[config.mk]
export PLATFORM = sky130hd
export DESIGN_NAME = reg_file_rename
export DESIGN_NICKNAME = d
export VERILOG_FILES = /design/src/rtl/reg_file_rename_pkg.sv /design/src/rtl/reg_file_rename_read_port.sv /design/src/rtl/reg_file_rename.sv
export SDC_FILE = /design/constraint.sdc
export NUM_CORES = 2
export LEC_CHECK = 0
export CAP_MARGIN = 20
export CORE_ASPECT_RATIO = 0.75
export CORE_MARGIN = 1
export CORE_UTILIZATION = 40
export CTS_CLUSTER_DIAMETER = 40
export DETAILED_ROUTE_END_ITERATION = 7
export HOLD_SLACK_MARGIN = 0.05
export PLACE_DENSITY_LB_ADDON = 0.2
export SYNTH_ARGS = -nofsm -noshare
export SYNTH_HDL_FRONTEND = slang
export SYNTH_HIERARCHICAL = 1
export SYNTH_SLANG_ARGS = --single-unit
[constraint.sdc]
create_clock -name clk -period 47.2 [get_ports clk]
set_clock_uncertainty 0.15 [all_clocks]
set_input_delay 9.44 -clock clk [delete_from_list [all_inputs] [get_ports clk]]
set_output_delay 9.44 -clock clk [all_outputs]
set_load 0.05 [all_outputs]
[src/rtl/reg_file_rename_pkg.sv]
// Shared widths and constants for the renaming architectural register file.
package reg_file_rename_pkg;

    localparam int unsigned RF_REG_WIDTH  = 5;
    localparam int unsigned RF_DATA_WIDTH = 32;
    localparam int unsigned RF_TAG_WIDTH  = 4;
    localparam int unsigned RF_NUM_REGS   = 1 << RF_REG_WIDTH;

    // All-ones tag means "no pending producer".
    localparam logic [RF_TAG_WIDTH-1:0] RF_TAG_FREE = {RF_TAG_WIDTH{1'b1}};
    localparam logic [RF_REG_WIDTH-1:0] RF_ZERO_REG = '0;

endpackage

[src/rtl/reg_file_rename_read_port.sv]
// Combinational operand read path: enable gating, x0 handling and commit bypass.
module reg_read_port
    import reg_file_rename_pkg::*;
#(
    parameter int unsigned REG_WIDTH  = RF_REG_WIDTH,
    parameter int unsigned DATA_WIDTH = RF_DATA_WIDTH,
    parameter int unsigned TAG_WIDTH  = RF_TAG_WIDTH
) (
    input  logic                  i_en,
    input  logic [REG_WIDTH-1:0]  i_addr,
    input  logic [TAG_WIDTH-1:0]  i_tag,
    input  logic [DATA_WIDTH-1:0] i_data,
    input  logic                  i_cmt_en,
    input  logic [REG_WIDTH-1:0]  i_cmt_addr,
    input  logic [TAG_WIDTH-1:0]  i_cmt_tag,
    input  logic [DATA_WIDTH-1:0] i_cmt_data,
    output logic [TAG_WIDTH-1:0]  o_tag_c,
    output logic [DATA_WIDTH-1:0] o_data_c
);

    localparam logic [TAG_WIDTH-1:0] TAG_FREE = {TAG_WIDTH{1'b1}};

    logic w_hit;
    logic w_bypass;

    assign w_hit    = i_en && (i_addr != '0);
    assign w_bypass = i_cmt_en && (i_cmt_addr == i_addr) && (i_tag == i_cmt_tag);

    // Select disabled/x0 constant, committing value, or stored state.
    always_comb begin
        o_tag_c  = TAG_FREE;
        o_data_c = '0;
        if (w_hit) begin
            if (w_bypass) begin
                o_data_c = i_cmt_data;
            end else begin
                o_tag_c  = i_tag;
                o_data_c = i_data;
            end
        end
    end

endmodule

[src/rtl/reg_file_rename.sv]
// Architectural register file with per-register rename tags for the OoO core.
module reg_file_rename
    import reg_file_rename_pkg::*;
#(
    parameter int unsigned REG_WIDTH  = RF_REG_WIDTH,
    parameter int unsigned DATA_WIDTH = RF_DATA_WIDTH,
    parameter int unsigned TAG_WIDTH  = RF_TAG_WIDTH
) (
    input  logic                  clk,
    input  logic                  rst,
    input  logic                  regEnread1,
    input  logic [REG_WIDTH-1:0]  regAddr1,
    output logic [TAG_WIDTH-1:0]  regTag1,
    output logic [DATA_WIDTH-1:0] regData1,
    input  logic                  regEnread2,
    input  logic [REG_WIDTH-1:0]  regAddr2,
    output logic [TAG_WIDTH-1:0]  regTag2,
    output logic [DATA_WIDTH-1:0] regData2,
    input  logic                  renEn,
    input  logic [REG_WIDTH-1:0]  renAddr,
    input  logic [TAG_WIDTH-1:0]  renTag,
    input  logic                  cmtEn,
    input  logic [REG_WIDTH-1:0]  cmtAddr,
    input  logic [TAG_WIDTH-1:0]  cmtTag,
    input  logic [DATA_WIDTH-1:0] cmtData,
    input  logic                  flush
);

    localparam int unsigned          NUM_REGS = 1 << REG_WIDTH;
    localparam logic [TAG_WIDTH-1:0] TAG_FREE = {TAG_WIDTH{1'b1}};

    logic [DATA_WIDTH-1:0] r_data [NUM_REGS];
    logic [TAG_WIDTH-1:0]  r_tag  [NUM_REGS];

    logic w_cmt_wr;
    logic w_ren_wr;

    assign w_cmt_wr = cmtEn && (cmtAddr != '0);
    assign w_ren_wr = renEn && (renAddr != '0) && !flush;

    // State update: flush clears tags, commit writes data and retires a matching tag, rename claims the tag last.
    always_ff @(posedge clk or posedge rst) begin
        if (rst) begin
            for (int i = 0; i < int'(NUM_REGS); i++) begin
                r_data[i] <= '0;
                r_tag[i]  <= TAG_FREE;
            end
        end else begin
            if (w_cmt_wr) begin
                r_data[cmtAddr] <= cmtData;
            end
            if (flush) begin
                for (int i = 0; i < int'(NUM_REGS); i++) begin
                    r_tag[i] <= TAG_FREE;
                end
            end else begin
                if (w_cmt_wr && (r_tag[cmtAddr] == cmtTag)) begin
                    r_tag[cmtAddr] <= TAG_FREE;
                end
                if (w_ren_wr) begin
                    r_tag[renAddr] <= renTag;
                end
            end
        end
    end

    // Read port 1.
    reg_read_port #(
        .REG_WIDTH  (REG_WIDTH),
        .DATA_WIDTH (DATA_WIDTH),
        .TAG_WIDTH  (TAG_WIDTH)
    ) u_read_port1 (
        .i_en       (regEnread1),
        .i_addr     (regAddr1),
        .i_tag      (r_tag[regAddr1]),
        .i_data     (r_data[regAddr1]),
        .i_cmt_en   (cmtEn),
        .i_cmt_addr (cmtAddr),
        .i_cmt_tag  (cmtTag),
        .i_cmt_data (cmtData),
        .o_tag_c    (regTag1),
        .o_data_c   (regData1)
    );

    // Read port 2.
    reg_read_port #(
        .REG_WIDTH  (REG_WIDTH),
        .DATA_WIDTH (DATA_WIDTH),
        .TAG_WIDTH  (TAG_WIDTH)
    ) u_read_port2 (
        .i_en       (regEnread2),
        .i_addr     (regAddr2),
        .i_tag      (r_tag[regAddr2]),
        .i_data     (r_data[regAddr2]),
        .i_cmt_en   (cmtEn),
        .i_cmt_addr (cmtAddr),
        .i_cmt_tag  (cmtTag),
        .i_cmt_data (cmtData),
        .o_tag_c    (regTag2),
        .o_data_c   (regData2)
    );

    // A rename must always name a real ROB entry.
    a_ren_tag_legal : assert property (@(posedge clk) disable iff (rst)
        renEn |-> (renTag != TAG_FREE));

endmodule

Yosys cells after proc, flatten, opt, wreduce, memory -nomap -nowiden:

Index checks and enable logic that the tools add are counted.
W data, S select, Z words.

* $mul: 0
* bitwise logic cells: 5
* eq/ne operators: 5
* shifts and indexed selects: 0
* add/sub/neg operators: 0
* mux-type cells: 35
* order comparisons: 6
* div/mod/pow operators: 0
* reduce and logical (&&, ||, !) cells: 17

Operators by type and width (count)
* $bwmux W1024: 1
* $mux W128: 4
* $bmux W32 S5: 2
* $mux W32: 9
* $demux W32 S5: 1
* $bwmux W128: 1
* $or A128 B128 Y128: 1
* $bmux W4 S5: 3
* $mux W4: 12
* $demux W4 S5: 2
* $ge A6 B6 Y1 const B: 4
* $not A5 Y6: 4
* $reduce_bool A5 Y1: 4
* $eq A4 B4 Y1: 3
* $logic_and A1 B1 Y1: 12
* $lt A6 B1 Y1 const B: 2
* $eq A5 B5 Y1: 2
* $logic_not A1 Y1: 1

* memories: 0
* bits in writable memories: 0
* bits of input ports: 67
* word-level logic and storage cells: 132
* register bits: 1152
* memory bits (read-only): 0
* bits in latches: 0
* output and inout bits: 72

Depth between registers and ports, before layout:

* word-level depth: 11
* mapped depth: 12
* gate-level depth less buffers: 7

Hierarchy:

The synthesis kept the hierarchy.

Modules (own cells, without submodules)
* reg_file_rename: sequential area each 28987.8 um^2, instances 1, cells an instance 4315, area an instance 62805.2 um^2
* reg_read_port: sequential area each 0.0 um^2, instances 2, cells an instance 142, area an instance 914.6 um^2

Worst setup path after synthesis:

No wires, ideal clock.

* path kind: input to output
* from: input port regAddr2[0]
* to: output port regData2[10]
* arrival: 13.348 ns
* slack: 24.262 ns
* stages: 12
* required time: 37.610 ns
* cell sequence: clkbuf_1 > buf_2 > buf_1 > mux4_2 > mux4_2 > mux2_2 > xnor2_1 > and4_1 > buf_2 > buf_2 > nand4_1 > a21oi_1

* word-level cells in the longest chain between the ends: 8

RTL lines
* from (decl): RTL line reg_file_rename.sv:16 `input logic [REG_WIDTH-1:0] regAddr2,`
* $not A5 Y6 (implied by the code): RTL line reg_file_rename.sv:93, reg_file_rename.sv:94
* $bmux W4 S5: RTL line reg_file_rename.sv:93 `.i_tag (r_tag[regAddr2]),`
* $mux W4 (implied by the code) (2 in series): RTL line reg_file_rename.sv:93
* $eq A4 B4 Y1: RTL line reg_file_rename_read_port.sv:27 `assign w_bypass = i_cmt_en && (i_cmt_addr == i_addr) && (i_tag == i_cmt_tag);`
* $logic_and A1 B1 Y1: RTL line reg_file_rename_read_port.sv:27
* $mux W32: RTL line reg_file_rename_read_port.sv:34 `if (w_bypass) begin`
* $mux W32 (*): RTL line reg_file_rename_read_port.sv:33 `if (w_hit) begin`
* to (decl): RTL line reg_file_rename.sv:18 `output logic [DATA_WIDTH-1:0] regData2,`

Every way passes the cells marked *; elsewhere a longest branch is shown, timed or not. The select of a mux whose other input is x is not followed.

Worst setup path after layout:

* from: input port regAddr2[1]
* to: output port regData2[31]

The elaborated chain is that of the path after synthesis.

==> key figures <==
Route
  • Avg WL per Cell: 32.53 um
  • Pre-antenna DRT Iters: 6
  • Average via count per standard cell: 6.429
  • Count of routing violations after the opening detailed-route iteration: 4494
  • DRC Markers: 0
  • Final routed wirelength across all metal layers: 219600 um
  • Count of antenna-violating nets left after detailed routing: 0
  • Vias: 43400

Global routing
  • Global Route Usage Sum: 27.16%
  • Largest net degree at the start of global routing: 160
  • Final global-route overflow total: 0
  • Number of antenna violations at the first check in global routing: 4
  • Vias in the first global route: 43280
  • First-pass GRT wire length: 320400 um

Run status
  • Status: finished, final reports clean

Final layout
  • Most common library cell in the layout ignoring fill and taps: sky130_fd_sc_hd__dfrtp_1
  • Most used cells in the layout excluding fill and tap cells: sky130_fd_sc_hd__dfrtp_1, sky130_fd_sc_hd__mux2_2, sky130_fd_sc_hd__mux4_2
  • Area growth from synthesis to final layout: 12.91%
  • Net count of the finished layout: 4568
  • Fillers: 14110
  • Fraction of layout cells with a size suffix above 1: 48.09%
  • Area used by sequential logic in the layout: 28990 um^2
  • Multi-input gate area: 33730 um^2

Synth
  • Async set or reset register ratio after synthesis: 100.0%
  • Post-synthesis instance area: 64630 um^2
  • Synthesized instance count: 4599
  • Number of distinct library cells after synthesis: 58
  • Cell types with the largest area share after synthesis: sky130_fd_sc_hd__dfrtp_1, sky130_fd_sc_hd__mux4_2, sky130_fd_sc_hd__mux2_2
  • Yosys warnings: 6
  • Avg Inst Size Synth: 14.05 um^2
  • Number of flops mapped to enable cells by yosys: 0
  • Synthesized flop and latch total: 1152
  • Share of synthesized area occupied by flip-flops and latches: 44.85%
  • Most instantiated flip-flop cell in the synthesis netlist: sky130_fd_sc_hd__dfrtp_1
  • Cell taking the most area after synthesis: sky130_fd_sc_hd__dfrtp_1
  • Area fraction of the dominant cell type after synthesis: 39.65%
  • Net count after synthesis: 4666

STA
  • Tightest Pin Transition: 1.191 ns
  • Worst hold-check slack: 0.2404 ns
  • Setup repair after global routing missed its margin: false
  • Total count of hold-check failures in the final report: 0
  • Number of failing setup endpoints in the final timing report: 0
  • Fmax: 0.03956 GHz
  • Shortest clock period the worst path allows after layout: 25.28 ns
  • Normalized max-slew margin: 20.53%
  • Final Slew Violations: 0
  • PnR worst setup slack: 21.92 ns
  • Setup TNS: 0 ns
  • Final worst path period share: 53.55%

Power
  • Post-layout total power: 3054 uW
  • IR Drop Worst-Case VDD: 34.43 uV
  • Power density normalized to cell area: 41.85 nW/um^2
  • Leakage Power: 0.02977 uW

Clock tree
  • TritonCTS clock tree: built
  • Worst-skew pair later-pin latency: 0.80 ns
  • Worst-path clk slew: 0.05 ns
  • Num CTS Buffers: 147
  • Cell chosen for the clock root: sky130_fd_sc_hd__clkbuf_16
  • Longest Clk Path Bufs: 3
  • Hold bufs inserted after CTS: 0
  • Post-CTS Setup Bufs: 0
  • Total of cells resized after clock tree synthesis: 0
  • Number of sinks driven by the clock tree: 1152
  • Clock H-tree levels: 4

Setup path
  • Required @ worst endpoint: 37.61 ns
  • Worst endpoint data arrival time: 15.69 ns
  • Critical path launch point type: input port
  • CP Capture Type: output port
  • Worst Setup Path Type: input port to output port
  • Max FO, Critical Path: 74

Placement
  • DP Worst Slack: 21.97 ns
  • Detail Placement HPWL: 122500 um
  • Count of buffers inserted at the top-level ports: 138
  • Last weighted congestion value of the routability-driven placer: 0.9003

Flow run
  • Maximum capacitance violations: 0

Floorplanning
  • Die outline width: 466.2 um
  • Die Y-Extent: 350.1 um
  • Effective utilization at floorplan: 40.35%
  • Number of primary I/O pins: 139
  • Total number of placement rows: 127
  • Placeable Area: 160200 um^2
  • Total die area: 163200 um^2

Min path
  • Type of the worst min-delay path: flop to flop
kinds of logic (layout without fill, tap and decap cells):
group	Yosys count	after routing	share of synthesized area, %
mux	1683	1683	41.93
compound gates	284	284	3.088
simple gates	941	941	6.555
flops	1152	1152	44.85
xor+xnor	18	18	0.2439
other cells	0	4	0
buf+inv	521	540	3.335
per-layer routing:
metal  wire, um  track usage (%)  up-vias
li1           -                -    17440
met1      98820            40.42    23690
met2      96420            39.56     1933
met3      17950            5.868      328
met4       6390            8.379        0
met5          0                0        -
path summary, 6_finish.rpt:
check	start	to	slack [ns]	cells after the start
max	regAddr2[1]	regData2[31]	21.92	12
min	r_data[1000]	r_data[1000]	0.24	0
max reg2reg	r_tag[54]	r_tag[80]	43.79	8
min reg2reg	r_data[1000]	r_data[1000]	0.24	0
max in group asynchronous	rst	r_data[728]	34.55	6
min in group asynchronous	rst	r_data[995]	9.01	2
final cells by class:
cell class | instances | share of cell area, %
Timing Repair Buffer | 265 | 3.564
Inverter | 9 | 0.05658
Sequential cell | 1152 | 39.72
Tap cell | 2128 | 3.648
Multi-Input combinational cell | 2926 | 46.21
Antenna cell | 4 | 0.01372
Clock inverter | 74 | 1.080
Clock buffer | 192 | 5.701
per-stage QoR:
stage / utilization, % / cells / instance area (um^2)
after CTS: 45.42 / 6738 / 72760
after global placement: 42.27 / 6468 / 67710
after detailed placement: 42.33 / 6472 / 67810
after floorplan: - / 4599 / 64630
after global routing: 45.56 / 6748 / 72970
final: 45.56 / 6750 / 72980
worst max-delay path, stage by stage:
cell and delay, ns:
sky130_fd_sc_hd__buf_8 0.45, sky130_fd_sc_hd__buf_4 0.91, sky130_fd_sc_hd__buf_4 1.01, sky130_fd_sc_hd__mux4_2 0.41
sky130_fd_sc_hd__mux4_2 0.53, sky130_fd_sc_hd__mux2_2 0.30, sky130_fd_sc_hd__xnor2_1 0.19, sky130_fd_sc_hd__and4_2 0.24
sky130_fd_sc_hd__buf_4 0.58, sky130_fd_sc_hd__nand4_1 0.16, sky130_fd_sc_hd__a21oi_1 0.34, sky130_fd_sc_hd__clkdlybuf4s50_1 0.87
cell usage after synthesis, types with 20 or more instances:
| master | number |
|---|---|
| sky130_fd_sc_hd__o22ai_1 | 20 |
| sky130_fd_sc_hd__nand2_1 | 536 |
| sky130_fd_sc_hd__o31ai_1 | 65 |
| sky130_fd_sc_hd__o41a_1 | 24 |
| sky130_fd_sc_hd__nor3_1 | 49 |
| sky130_fd_sc_hd__a21oi_1 | 64 |
| sky130_fd_sc_hd__buf_2 | 53 |
| sky130_fd_sc_hd__a31oi_1 | 74 |
| sky130_fd_sc_hd__mux2i_1 | 48 |
| sky130_fd_sc_hd__mux2_2 | 889 |
| sky130_fd_sc_hd__nand4_1 | 75 |
| sky130_fd_sc_hd__clkbuf_1 | 339 |
| sky130_fd_sc_hd__a22oi_1 | 24 |
| sky130_fd_sc_hd__nor2_1 | 169 |
| sky130_fd_sc_hd__mux4_2 | 729 |
| sky130_fd_sc_hd__dfstp_2 | 128 |
| sky130_fd_sc_hd__dfrtp_1 | 1024 |
| sky130_fd_sc_hd__buf_1 | 96 |
power breakdown:
group / switching [uW] / internal, uW / total [uW]
sequential: 119 / 1160 / 1270
clock: 471 / 677 / 1150
combinational: 277 / 355 / 632
total: 868 / 2190 / 3050
state kept, by name, indices dropped and copies added (netlist names):
signal  flops
r_tag     128
r_data   1024
Power figures use the tool's default switching activity.
